`src/rtl/me_control.sv`:
```
// Sequencing controller for the full-search motion estimator: steps the
// reference block, staggers the 16 PEs and drives the comparator control.
module me_control (
  input  logic        clock,
  input  logic        reset,
  input  logic        start,
  output logic [7:0]  AddressR,
  output logic [15:0] NewDist,
  output logic [15:0] PEready,
  output logic [3:0]  VectorX,
  output logic [3:0]  VectorY,
  output logic        CompStart,
  output logic        done
);

  typedef enum logic [1:0] {IDLE, RUN, DONE} state_t;

  localparam logic [12:0] LAST_COUNT = 13'd4111;

  state_t      state;
  logic [12:0] count;

  always_ff @(posedge clock) begin
    if (reset) begin
      state <= IDLE;
      count <= '0;
    end else begin
      case (state)
        IDLE: if (start) begin
          state <= RUN;
          count <= '0;
        end
        RUN: begin
          // start is deliberately ignored while a search is in flight
          if (count == LAST_COUNT) state <= DONE;
          else                     count <= count + 13'd1;
        end
        DONE: if (start) begin
          state <= RUN;
          count <= '0;
        end
        default: begin
          state <= IDLE;
          count <= '0;
        end
      endcase
    end
  end

  logic [13:0] d;

  // PE k runs k cycles behind PE 0; d is its local cycle, negative before it starts.
  always_comb begin
    NewDist = '0;
    PEready = '0;
    VectorX = '0;
    VectorY = '0;
    d       = '0;
    for (int k = 0; k < 16; k++) begin
      d = {1'b0, count} - 14'(k);
      if (state == RUN && !d[13] && d[7:0] == 8'd0) begin
        if (d <= 14'd3840) NewDist[k] = 1'b1;
        if (d >= 14'd256 && d <= 14'd4096) begin
          PEready[k] = 1'b1;
          VectorX    = 4'(k);
          VectorY    = d[11:8] - 4'd1;
        end
      end
    end
  end

  assign AddressR  = (state == RUN && count <= 13'd4095) ? count[7:0] : 8'd0;
  assign CompStart = (state == DONE) || (state == RUN && count != 13'd0);
  assign done      = (state == DONE);

endmodule

```
`config.mk`:
```
export PLATFORM = sky130hd
export DESIGN_NAME = me_control
export DESIGN_NICKNAME = d
export VERILOG_FILES = /design/src/rtl/me_control.sv
export SDC_FILE = /design/constraint.sdc
export NUM_CORES = 1
export LEC_CHECK = 0
export CAP_MARGIN = 10
export CELL_PAD_IN_SITES_DETAIL_PLACEMENT = 2
export CELL_PAD_IN_SITES_GLOBAL_PLACEMENT = 2
export CORE_ASPECT_RATIO = 0.8
export CORE_MARGIN = 2
export CORE_UTILIZATION = 23
export CTS_CLUSTER_SIZE = 14
export DETAILED_ROUTE_END_ITERATION = 10
export PLACE_DENSITY = 0.68
export SLEW_MARGIN = 20
export SYNTH_ARGS = -nofsm -noshare
export SYNTH_HDL_FRONTEND = slang
export SYNTH_SLANG_ARGS = --single-unit
```
`constraint.sdc`:
```
create_clock -name clock -period 10 [get_ports clock]
set_input_delay 2 -clock clock [delete_from_list [all_inputs] [get_ports clock]]
set_output_delay 2 -clock clock [all_outputs]
set_load 0.1 [all_outputs]
```
======== After elaboration in Yosys (flattened, before gate mapping) ========
Index checks and enable logic that the tools add are counted.
word-level totals
  ROM bits ................................ 0
  input port bits ......................... 3
  bits in latches ......................... 0
  register bits after elaboration ......... 15
  memories ................................ 0
  memory bits (writable) .................. 0
  output and inout bits ................... 50
  word-level logic and storage cells ...... 308
cells by class
  $mul .................................... 0
  divide/modulo/power cells ............... 0
  $lt $le $gt $ge ......................... 49
  bitwise operators ....................... 0
  mux-type cells .......................... 133
  equality and inequality tests ........... 6
  shift operators ......................... 0
  reduce and logical (&&, ||, !) cells .... 86
  add/sub/neg operators ................... 32
operator list
  cell                   count
  $mux 4                 60
  $ge 14x9->1 const B    15
  $le 14x12->1 const B   15
  $le 14x13->1 const B   15
  $logic_not 8->1        16
  $sub 13x4->14 const B  8
  $mux 1                 66
  $sub 4x1->4 const B    16
  $sub 13x3->14 const B  4
  $logic_and 1x1->1      49
  $sub 13x2->14 const B  2
  $le 13x12->1 const B   2
  $mux 13                2
  $pmux 13 s2            1
  $logic_not 1->1        15
  $sub 13x1->14 const B  1
  $add 13x1->13 const B  1
  $eq 13x13->1 const B   1
  $ge 13x9->1 const B    1
  $le 13x13->1 const B   1
  $reduce_bool 13->1     1
  $mux 8                 1
  $mux 2                 2
  $ne 2x2->1 const B     2
  other kinds (8)        9

======== Logic depth before layout (Yosys ltp) ========
Gate-level depths: netlist (run 1).
  word-level depth ........................ 34
  depth in mapped cells ................... 22
  depth with buffers taken out ............ 18

======== Worst setup path before layout (run 1) ========
No wires, ideal clock.
  path type ............................... reg-to-output
  start ................................... register count[3]
  end ..................................... output port VectorY[2]
  buffers on the path ..................... 5
  arrival ................................. 6.556 ns
  stages on the path, launching flop included .. 17
  data required time ...................... 8.000 ns
  path slack .............................. 1.444 ns
  path through ............................ dfxtp_1 -> buf_2 -> buf_2 -> inv_1 -> clkbuf_1 -> ha_1 -> clkbuf_1 -> clkbuf_1 -> nand4_1 -> o21ai_0 -> nor2_1 -> nor4_1 -> a221o_1 -> a31oi_1 -> o21ai_1 -> o211ai_1 -> nand2_1
on the way
  cells in the longest elaborated chain, start to end .. 34
  elaborated cells on any way between the ends .. 172
  those cells by class .................... 30 x add/sub; 32 x order compare; 32 x mux; 78 x reduce/logical
RTL lines
  what                                                    line  text
  from (decl)                                             21    logic [12:0] count;
  from (signal assigned)                                  36    else count <= count + 13'd1;
  branches (longest 33 deep; another with $sub 13x1->14)  --
  $mux 4 *                                                61    if (state == RUN && !d[13] && d[7:0] == 8'd0) begin
  to (decl)                                               11    output logic [3:0] VectorY,
Mark *: on every way between the ends.

======== Final worst setup path (run 1) ========
  start ................................... register count[4]
  end ..................................... output port VectorY[1]
The elaborated chain is that of the path after synthesis.

==> metrics.cfg, run 1 <==
[final_layout]
drive_gt1_share_pct=6.979
mostFrequentLayoutCell=xnor2_1
syn2layout_area_growth_pct=14.52
final_cell_mix=95 x xnor2_1, 78 x nand2_1, 72 x nor2_1
fill_cells=3199
antenna_cells=0
nets=978
fin_cells=1274
fin_area_um2=7146

[synth]
netlist_area_um2=6240
yosys_most_used_dff=dfxtp_1
synth_cell_types=86
synth_edf_count=0
ys_ff_latch=15
syn_nets=970
syn_inst=910
synth.yosys.seq_area_share_pct=4.813
async_flop_share_pct=0
syn_avg_cell_area_um2=6.857
ys_warn_count=0

[pwr]
irDropWorstVdd_mv=0.06600
total_leakage_power_nw=2.783
power_density_nw_per_um2=27.09

[cts]
clkSinkCount=15
numCtsBuffers=3
holdBufCountCts=0
clkLatencyLatePin_ns=0.25
cts_resized=0
htree_levels=1
clockRootBuffer=clkbuf_16
cts.clk_slew.worst_paths_ns=0.05
cts_buffer_depth=2
post_cts_buffers=0
cts_tree=done

[sta]
hold_ws_ns=0.7043
post-route-min-period_ns=8.783
clock.fmax_mhz=113.9
final-hold-violation-count=0
skew_ns=0.002192
fin_crit_sh_pct=87.83
fin_tns_setup_ns=0
setup_viol=0
relSlewSlack_pct=33.19
rsz0062_at_grt=no
slew_violations=0
tightest_slew_ns=0.9930

[detailed_routing]
drt_iter0_drc=583
routed_wl_mm=31.55
wl_per_cell_um=24.76
vias=7182
vias_per_cell=5.637
drt_pass1_iterations=5
drc_errors=0
ant_nets=0

[job]
maxCapViolCount=0

[worst_setup_path]
critical_path_class=reg -> out
crit_chain=buf_4 -> inv_1 -> ha_1 -> inv_1 -> nor2_1 -> nand2_1 -> xnor2_1 -> ha_1 -> nand3_1 -> o31ai_1 -> a21oi_1 -> a221o_1 -> a31o_1 -> a31oi_1 -> o21ai_1 -> clkdlybuf4s50_1
cp_max_fo=32
worstPathRequired_ns=8.00
arrival_ns=6.78
max_stage_delay_ns=0.98
critPathTopFamily=compound AO/OA/AOI/OAI gates
crit_buf_inv=4
crit_path_top_delay_cell=clkdlybuf4s50_1
cp-end-kind=output port
r2r_slack_ns=5.86
start_kind=register

[grt]
grt_max_degree=49
grt_util_all_layers_pct=21.78
grt_pass1_vias=7329
grt_antenna_before_repair=0
grt_first_pass_wirelength_mm=47.52
grt_overflow=0

[placed_design]
dpl.hpwl_mm=24.64
dp_cells=1270
place_congestion=0.9541
placed_cell_area_um2=7061
io_buffers=52

[outcome]
outcome=complete, no violations

[die]
die_area_um2=28470
die_h_um=151.3
rows=53
core_area_um2=26460
fp.dieW_um=188.2
initial_utilization_pct=23.58
num_io_pins=53

[hold_path]
hold_path.class=reg -> reg

-- per-layer routing --
layer	vias up	routed length (um)	global-route usage [%]	share of wire, %
met2	207	13350	33.58	42
met3	29	1817	2.757	5.8
met4	0	588	3.858	1.9
li1	3326	-	-	-
met5	-	0	0	0
met1	3620	15790	32.39	50
-- final timing paths --
path,start,to,cells past startpoint
hold reg to reg,state[0]$_SDFFE_PP0P_,state[0]$_SDFFE_PP0P_,2
hold / removal,state[0]$_SDFFE_PP0P_,state[0]$_SDFFE_PP0P_,2
setup / recovery,count[4]$_SDFFE_PP0P_,VectorY[1],16
setup reg to reg,count[9]$_SDFFE_PP0P_,count[7]$_SDFFE_PP0P_,10
-- stage by stage --
stage	setup slack (ns)	utilization (%)	power, mW
3_5_place_dp	1.446	26.68	0.1128
5_1_grt	0.7205	27.01	0.2017
3_3_place_gp	1.540	26.68	0.1122
6_report	1.217	27.01	0.1936
2_1_floorplan	1.444	-	0.09520
4_1_cts	1.145	26.99	0.1953
-- power breakdown --
group | internal (mW) | switching (mW) | leakage, nW | total [mW]
Combinational | 0.0141 | 0.0370 | 2.62 | 0.0511
Clock | 0.0536 | 0.0276 | 0.0409 | 0.0811
Sequential | 0.0606 | 0.000700 | 0.121 | 0.0613
Total | 0.128 | 0.0652 | 2.78 | 0.194
-- layout make-up --
cell class / instances / area, um2 / share of cell area, %
multi-input cells: 775 / 5459 / 76.40
repair buffers: 72 / 668.1 / 9.350
well taps: 357 / 446.7 / 6.251
flip-flops and latches: 15 / 300.3 / 4.202
inverters: 51 / 191.4 / 2.679
clock buffers: 3 / 75.07 / 1.051
clock inverters: 1 / 5.005 / 0.07004
-- cell families (layout without fill, tap and decap cells) --
logic type               after synthesis  count (layout)  synth area share (%)
AND/OR/NAND/NOR                      364             364                 30.40
AO/OA/AOI/OAI                        221             221                 26.29
XOR/XNOR                             121             121                 17.10
buffers and inverters                120             127                 7.961
adder cells (fa/ha/maj)               57              57                 11.43
flip-flops                            15              15                 4.813
multiplexers                          12              12                 2.005
-- synthesized netlist by cell type (all sizes together), types with 5 or more instances --
cell type	instances	share of area [%]
xnor2	96	14
nand2	78	4.7
nor2	72	4.3
ha	57	11
nand3	53	4.3
inv	48	2.9
buf	42	3.3
a21oi	41	3.3
nor3	28	2.2
clkbuf	27	1.6
o21ai	26	2.1
xor2	25	3.5
a31oi	24	2.4
nor4	20	2.1
a311oi	15	2.4
dfxtp	15	4.8
nand4	14	1.4
and2	13	1.3
nor2b	13	1.3
o31ai	13	1.6
a211oi	11	1.6
o211ai	11	1.4
or3	11	1.1
and3	10	1.0
a211o	9	1.3
a221o	9	1.4
or4	9	1.1
mux2i	8	1.3
nand2b	8	0.80
a31o	7	0.98
and4	6	0.84
nor4b	6	0.94
or2	6	0.60
a21o	5	0.60
nand3b	5	0.60
nor3b	5	0.60
-- worst register-to-register path, delay by kind of cell (launching register included) --
kind	cells	cell delay [ns]
fa+ha+maj	1	0.86
flops	1	0.52
xor+xnor	1	0.13
compound gates	1	0.61
simple gates	6	1.23
buf+inv	1	0.68
-- sequential cells by signal (all words and copies together) (netlist names) --
name	flops
state	2
count	13
(Power assumes the default switching activity.)
==> run 2: changes to the inputs <==
- clock period: 10 -> 10.26 ns (I/O delays scaled with it)
==> metrics.cfg, run 2 (synthesis results as in run 1) <==
[outcome]
outcome=complete, no violations

[cts]
cts.clk_slew.worst_paths_ns=0.05  ; about the same
holdBufCountCts=0  ; unchanged
htree_levels=1  ; unchanged
clockRootBuffer=clkbuf_16
numCtsBuffers=3  ; unchanged
clkLatencyLatePin_ns=0.25  ; about the same
cts_resized=0  ; unchanged
post_cts_buffers=0  ; unchanged
cts_tree=done
cts_buffer_depth=2  ; unchanged
clkSinkCount=15  ; unchanged

[hold_path]
worstHoldPathCells=2  ; unchanged
hold_path.class=reg -> reg
worstHoldStart=count[10]$_SDFFE_PP0P_

[placed_design]
io_buffers=52  ; unchanged
place_congestion=0.9657  ; +1.2%
dpl.hpwl_mm=25.20  ; +2.3%

[die]
core_area_um2=26460  ; unchanged
die_h_um=151.3  ; unchanged
initial_utilization_pct=23.58  ; unchanged
rows=53  ; unchanged
fp.dieW_um=188.2  ; unchanged
die_area_um2=28470  ; unchanged
num_io_pins=53  ; unchanged

[pwr]
irDropWorstVdd_mv=0.09217  ; +40%
total_leakage_power_nw=2.788  ; +0.18%
power_density_nw_per_um2=26.61  ; -1.8%

[final_layout]
drive_gt1_share_pct=6.964  ; -0.015 points
nets=980  ; +0.20%
reg_top3=count (13), state (2)
mostFrequentLayoutCell=xnor2_1
syn2layout_area_growth_pct=14.80
top_register=count
final_cell_mix=95 x xnor2_1, 78 x nand2_1, 72 x nor2_1
largest_reg_flops=13  ; unchanged

[sta]
final-hold-violation-count=0  ; unchanged
relSlewSlack_pct=23.74  ; -9.5 points
skew_ns=0.001312  ; -0.0008795 ns
fin_tns_setup_ns=0  ; unchanged
setup_viol=0  ; unchanged
tightest_slew_ns=1.141  ; +0.1485 ns
post-route-min-period_ns=8.825
rsz0062_at_grt=no
clock.fmax_mhz=113.3
hold_ws_ns=0.5909  ; -0.1135 ns
fin_crit_sh_pct=86.02
slew_violations=0  ; unchanged

[worst_setup_path]
start_kind=register
crit_path_top_delay_cell=clkdlybuf4s50_1
cp_max_fo=49  ; +53%
r2r_slack_ns=5.92  ; +0.06 ns
max_stage_delay_ns=1.18  ; +0.20 ns
reg2reg_from=count[9]$_SDFFE_PP0P_
worstPathRequired_ns=8.21  ; +0.21 ns
critical_path_class=reg -> out
r2r_cells=10  ; unchanged
cp-end-kind=output port
worst_setup_path_startpoint=count[3]$_SDFFE_PP0P_
arrival_ns=6.77  ; about the same
crit_chain=buf_4 -> inv_1 -> ha_1 -> inv_1 -> nor2_1 -> nand2_1 -> xnor2_1 -> ha_1 -> nand2_1 -> mux2_2 -> nor4b_1 -> o21ai_1 -> o2111ai_1 -> a31o_1 -> a311oi_1 -> o31ai_1 -> clkdlybuf4s50_1

[grt]
grt_max_degree=50  ; +2.0%
grt_util_all_layers_pct=22.43  ; +0.65 points
grt_first_pass_wirelength_mm=48.69  ; +2.5%
grt_overflow=0  ; unchanged
grt_antenna_before_repair=1  ; +1
grt_pass1_vias=7426  ; +1.3%

[detailed_routing]
wl_met3_mm=2.574  ; +42%
drt_iter0_drc=614  ; +5.3%
wl_met2_mm=13.22  ; -1.0%
drt_pass1_iterations=5  ; unchanged
vias=7273  ; +1.3%
routed_wl_mm=32.08  ; +1.7%
dr.max_layer_used=met4
wl_per_cell_um=25.10  ; +1.4%
ant_nets=0  ; unchanged
vias_per_cell=5.691  ; +0.95%
drt-met1-wl_mm=15.64  ; -0.94%
drc_errors=0  ; unchanged

[job]
maxCapViolCount=0  ; unchanged

-- run 2: layer usage --
| metal | vias to the layer above | global-route usage (%) |
|---|---|---|
| li1 | 3344 | - |
| met1 | 3637 | 32.59 |
| met2 | 255 | 34.21 |
| met3 | 37 | 4.356 |
| met4 | 0 | 4.331 |
| met5 | - | 0 |
-- run 2: final timing paths --
kind,end
worst max-delay path,VectorY[3]
worst min-delay path,count[10]$_SDFFE_PP0P_
worst max register to register,count[7]$_SDFFE_PP0P_
worst min register to register,count[10]$_SDFFE_PP0P_
-- run 2: cell type report --
class	count	area, um2
tap	357	446.7
sequential	15	300.3
multi-input combinational	775	5454
timing repair buffer	74	685.7
inverter	51	191.4
clock buffer	3	75.07
antenna	2	5.005
clock inverter	1	5.005
fill	3143	19300
-- run 2: report_power, final --
group / leakage, nW / internal [mW] / switching [mW]
clock network: 0.0409 / 0.0523 / 0.0282
registers: 0.121 / 0.0590 / 0.000644
logic: 2.63 / 0.0139 / 0.0366
-- run 2: worst max-delay path: cells and delay by family, from the launching register on --
kind | cells | cell delay (ns)
and+or+nand+nor | 4 | 1.15
muxes | 1 | 0.28
AOI/OAI and AO/OA | 5 | 1.29
xor gates and xnor gates | 1 | 0.46
adders and majority gates | 2 | 0.90
DFF | 1 | 0.29
buffers and inverters | 4 | 2.12
-- run 2: stage by stage --
| stage | setup WS [ns] | cells | utilization [%] | cell area, um2 | total power, mW |
|---|---|---|---|---|---|
| CTS | 1.609 | 1276 | 27.05 | 7158 | 0.1917 |
| global placement | 2.125 | 1272 | 26.75 | 7078 | 0.1095 |
| finish | 1.435 | 1278 | 27.07 | 7163 | 0.1906 |
| floorplan | 1.652 | 910 | - | 6240 | 0.09278 |
| global route | 0.9664 | 1276 | 27.05 | 7158 | 0.1979 |
| detailed placement | 1.898 | 1272 | 26.75 | 7078 | 0.1104 |
==> run 3: changes to the inputs <==
- CAP_MARGIN: 10 -> unset
- clock period: 10.26 -> 8.5 ns (I/O delays scaled with it)
==> metrics.cfg, run 3 (synthesis results as in run 1) <==
[final_layout]
syn2layout_area_growth_pct=15.16
final_cell_mix=95 x xnor2_1, 78 x nand2_1, 72 x nor2_1
fill_cells=3165  ; +0.70%
antenna_cells=0  ; -2
largest_reg_flops=13  ; unchanged
top_register=count
fin_cells=1280  ; +0.16%
fin_area_um2=7186  ; +0.31%
drive_gt1_share_pct=8.559  ; +1.6 points
reg_top3=count (13), state (2)
seq_area_um2=300.3  ; unchanged
multiInputGateArea_um2=5465  ; +0.21%
nets=984  ; +0.41%
mostFrequentLayoutCell=xnor2_1

[detailed_routing]
drt_pass1_iterations=7  ; +2
drt_iter0_drc=599  ; -2.4%
routed_wl_mm=31.23  ; -2.6%
ant_nets=0  ; unchanged
vias_per_cell=5.578  ; -2.0%
vias=7140  ; -1.8%
wl_per_cell_um=24.40  ; -2.8%
drc_errors=0  ; unchanged

[sta]
setup_viol=0  ; unchanged
clock.fmax_mhz=133.9
fin_tns_setup_ns=0  ; unchanged
relSlewSlack_pct=32.64  ; +8.9 points
final-hold-violation-count=0  ; unchanged
post-route-min-period_ns=7.469
rsz0062_at_grt=no
fin_crit_sh_pct=87.87
slew_violations=0  ; unchanged
tightest_slew_ns=1.004  ; -0.1378 ns
skew_ns=0.003111  ; +0.001799 ns

[worst_setup_path]
cp_max_fo=19  ; -61%
timing.rr.end=count[7]$_SDFFE_PP0P_
r2r_cells=11  ; +1
cp-end-kind=output port
max_stage_delay_ns=0.75  ; -0.43 ns
critical_path_class=reg -> out
r2r_slack_ns=4.53  ; -1.39 ns
arrival_ns=5.77  ; -1.00 ns
worstPathRequired_ns=6.80  ; -1.41 ns
crit_chain=buf_4 -> inv_1 -> ha_1 -> nor4b_2 -> a21oi_1 -> xnor2_1 -> nand3_1 -> o31ai_1 -> a21oi_1 -> a221o_1 -> a31o_1 -> a31oi_1 -> o21ai_1 -> buf_4
start_kind=register
reg2reg_from=count[8]$_SDFFE_PP0P_
crit_path_top_delay_cell=ha_1

[pwr]
switching_share_pct=33.27  ; -1.0 points
combPwrFrac_pct=25.0  ; -1.5 points
irDropWorstVdd_mv=0.08483  ; -8.0%
power_density_nw_per_um2=31.66  ; +19%
internal_power_mw=0.1518  ; +21%
p_seq_share_pct=32.8  ; +1.5 points
total_leakage_power_nw=2.832  ; +1.6%
netSwitchingPower_mw=0.07569  ; +16%
pwr-share-clk_pct=42.2  ; about the same

[cts]
cts.clk_slew.worst_paths_ns=0.05  ; about the same
holdBufCountCts=0  ; unchanged
clockRootBuffer=clkbuf_16
post_cts_buffers=0  ; unchanged
clkSinkCount=15  ; unchanged
clkLatencyLatePin_ns=0.25  ; about the same
cts_buffer_depth=2  ; unchanged
cts_tree=done
numCtsBuffers=3  ; unchanged
cts_resized=0  ; unchanged
htree_levels=1  ; unchanged

[hold_path]
hold_path_end=count[10]$_SDFFE_PP0P_
worstHoldStart=count[10]$_SDFFE_PP0P_
worstHoldPathCells=2  ; unchanged
hold_path.class=reg -> reg

[die]
num_io_pins=53  ; unchanged
fp.dieW_um=188.2  ; unchanged
die_area_um2=28470  ; unchanged
core_area_um2=26460  ; unchanged
die_h_um=151.3  ; unchanged
rows=53  ; unchanged
initial_utilization_pct=23.58  ; unchanged

[grt]
grt_util_met1_pct=31.39  ; -1.2 points
grt_pass1_vias=7289  ; -1.8%
grt_use_met2_pct=34.23  ; about the same
grt_overflow=0  ; unchanged
grt_util_all_layers_pct=21.79  ; -0.64 points
grt_first_pass_wirelength_mm=47.44  ; -2.6%
grt.met3_usage_pct=4.124  ; -0.23 points
grt_antenna_before_repair=0  ; -1
grt_most_used_layer=met2
grt_max_degree=49  ; -2.0%

[placed_design]
io_buffers=52  ; unchanged
place_congestion=0.9393  ; -2.7%
dp_cells=1276  ; +0.31%
placed_cell_area_um2=7101  ; +0.32%
dpl.hpwl_mm=24.82  ; -1.5%

[job]
maxCapViolCount=0  ; unchanged

[outcome]
outcome=complete, no violations

-- run 3: per-layer routing --
layer	wire length, um	vias up
met5	0	-
met4	408	0
met3	2101	28
met2	13370	211
met1	15360	3560
li1	-	3341
-- run 3: critical path: cells and delay by family, from the launching register on --
family | cells | cell delay (ns)
AO/OA/AOI/OAI | 7 | 2.41
buffers and inverters | 3 | 0.98
XOR/XNOR | 1 | 0.31
AND/OR/NAND/NOR | 2 | 0.76
flip-flops | 1 | 0.30
adder cells (fa/ha/maj) | 1 | 0.75
-- run 3: how the worst max path moves through the flow --
| stage | start | end | slack [ns] | depth (start not counted) |
|---|---|---|---|---|
| after global routing | count[3]$_SDFFE_PP0P_ | VectorY[1] | 0.62 | 15 |
| final | count[8]$_SDFFE_PP0P_ | VectorY[1] | 1.03 | 14 |
| after CTS | count[3]$_SDFFE_PP0P_ | VectorY[1] | 1.12 | 17 |
| after detailed placement | count[3]$_SDFFE_PP0P_ | VectorY[1] | 1.40 | 17 |
| after floorplan | count[3]$_SDFFE_PP0P_ | VectorY[2] | 0.24 | 16 |
| after global placement | count[8]$_SDFFE_PP0P_ | PEready[15] | 1.33 | 9 |
-- run 3: through the flow --
stage,hold WS [ns],utilization [%],power (mW),worst slack [ns]
detailed placement,0.6443,26.84,0.1318,1.403
CTS,0.6590,27.13,0.2290,1.120
global placement,0.6299,26.82,0.1311,1.335
finish,0.6576,27.16,0.2275,1.031
floorplan,0.6336,-,0.1120,0.2439
global route,0.7215,27.16,0.2356,0.6238
-- run 3: layout make-up --
class                      count  area share, %
tap                          357          6.216
sequential                    15          4.179
multi-input combinational    775          76.06
inverter                      51          2.664
timing repair buffer          78          9.786
clock buffer                   4          1.097
-- run 3: power groups by stage --
stage	Combinational, mW	Clock [mW]	Sequential [mW]
floorplan	0.0382	0	0.0738
global placement	0.0551	0	0.0760
detailed placement	0.0557	0	0.0761
CTS	0.0562	0.0982	0.0746
global route	0.0605	0.100	0.0751
finish	0.0568	0.0960	0.0747
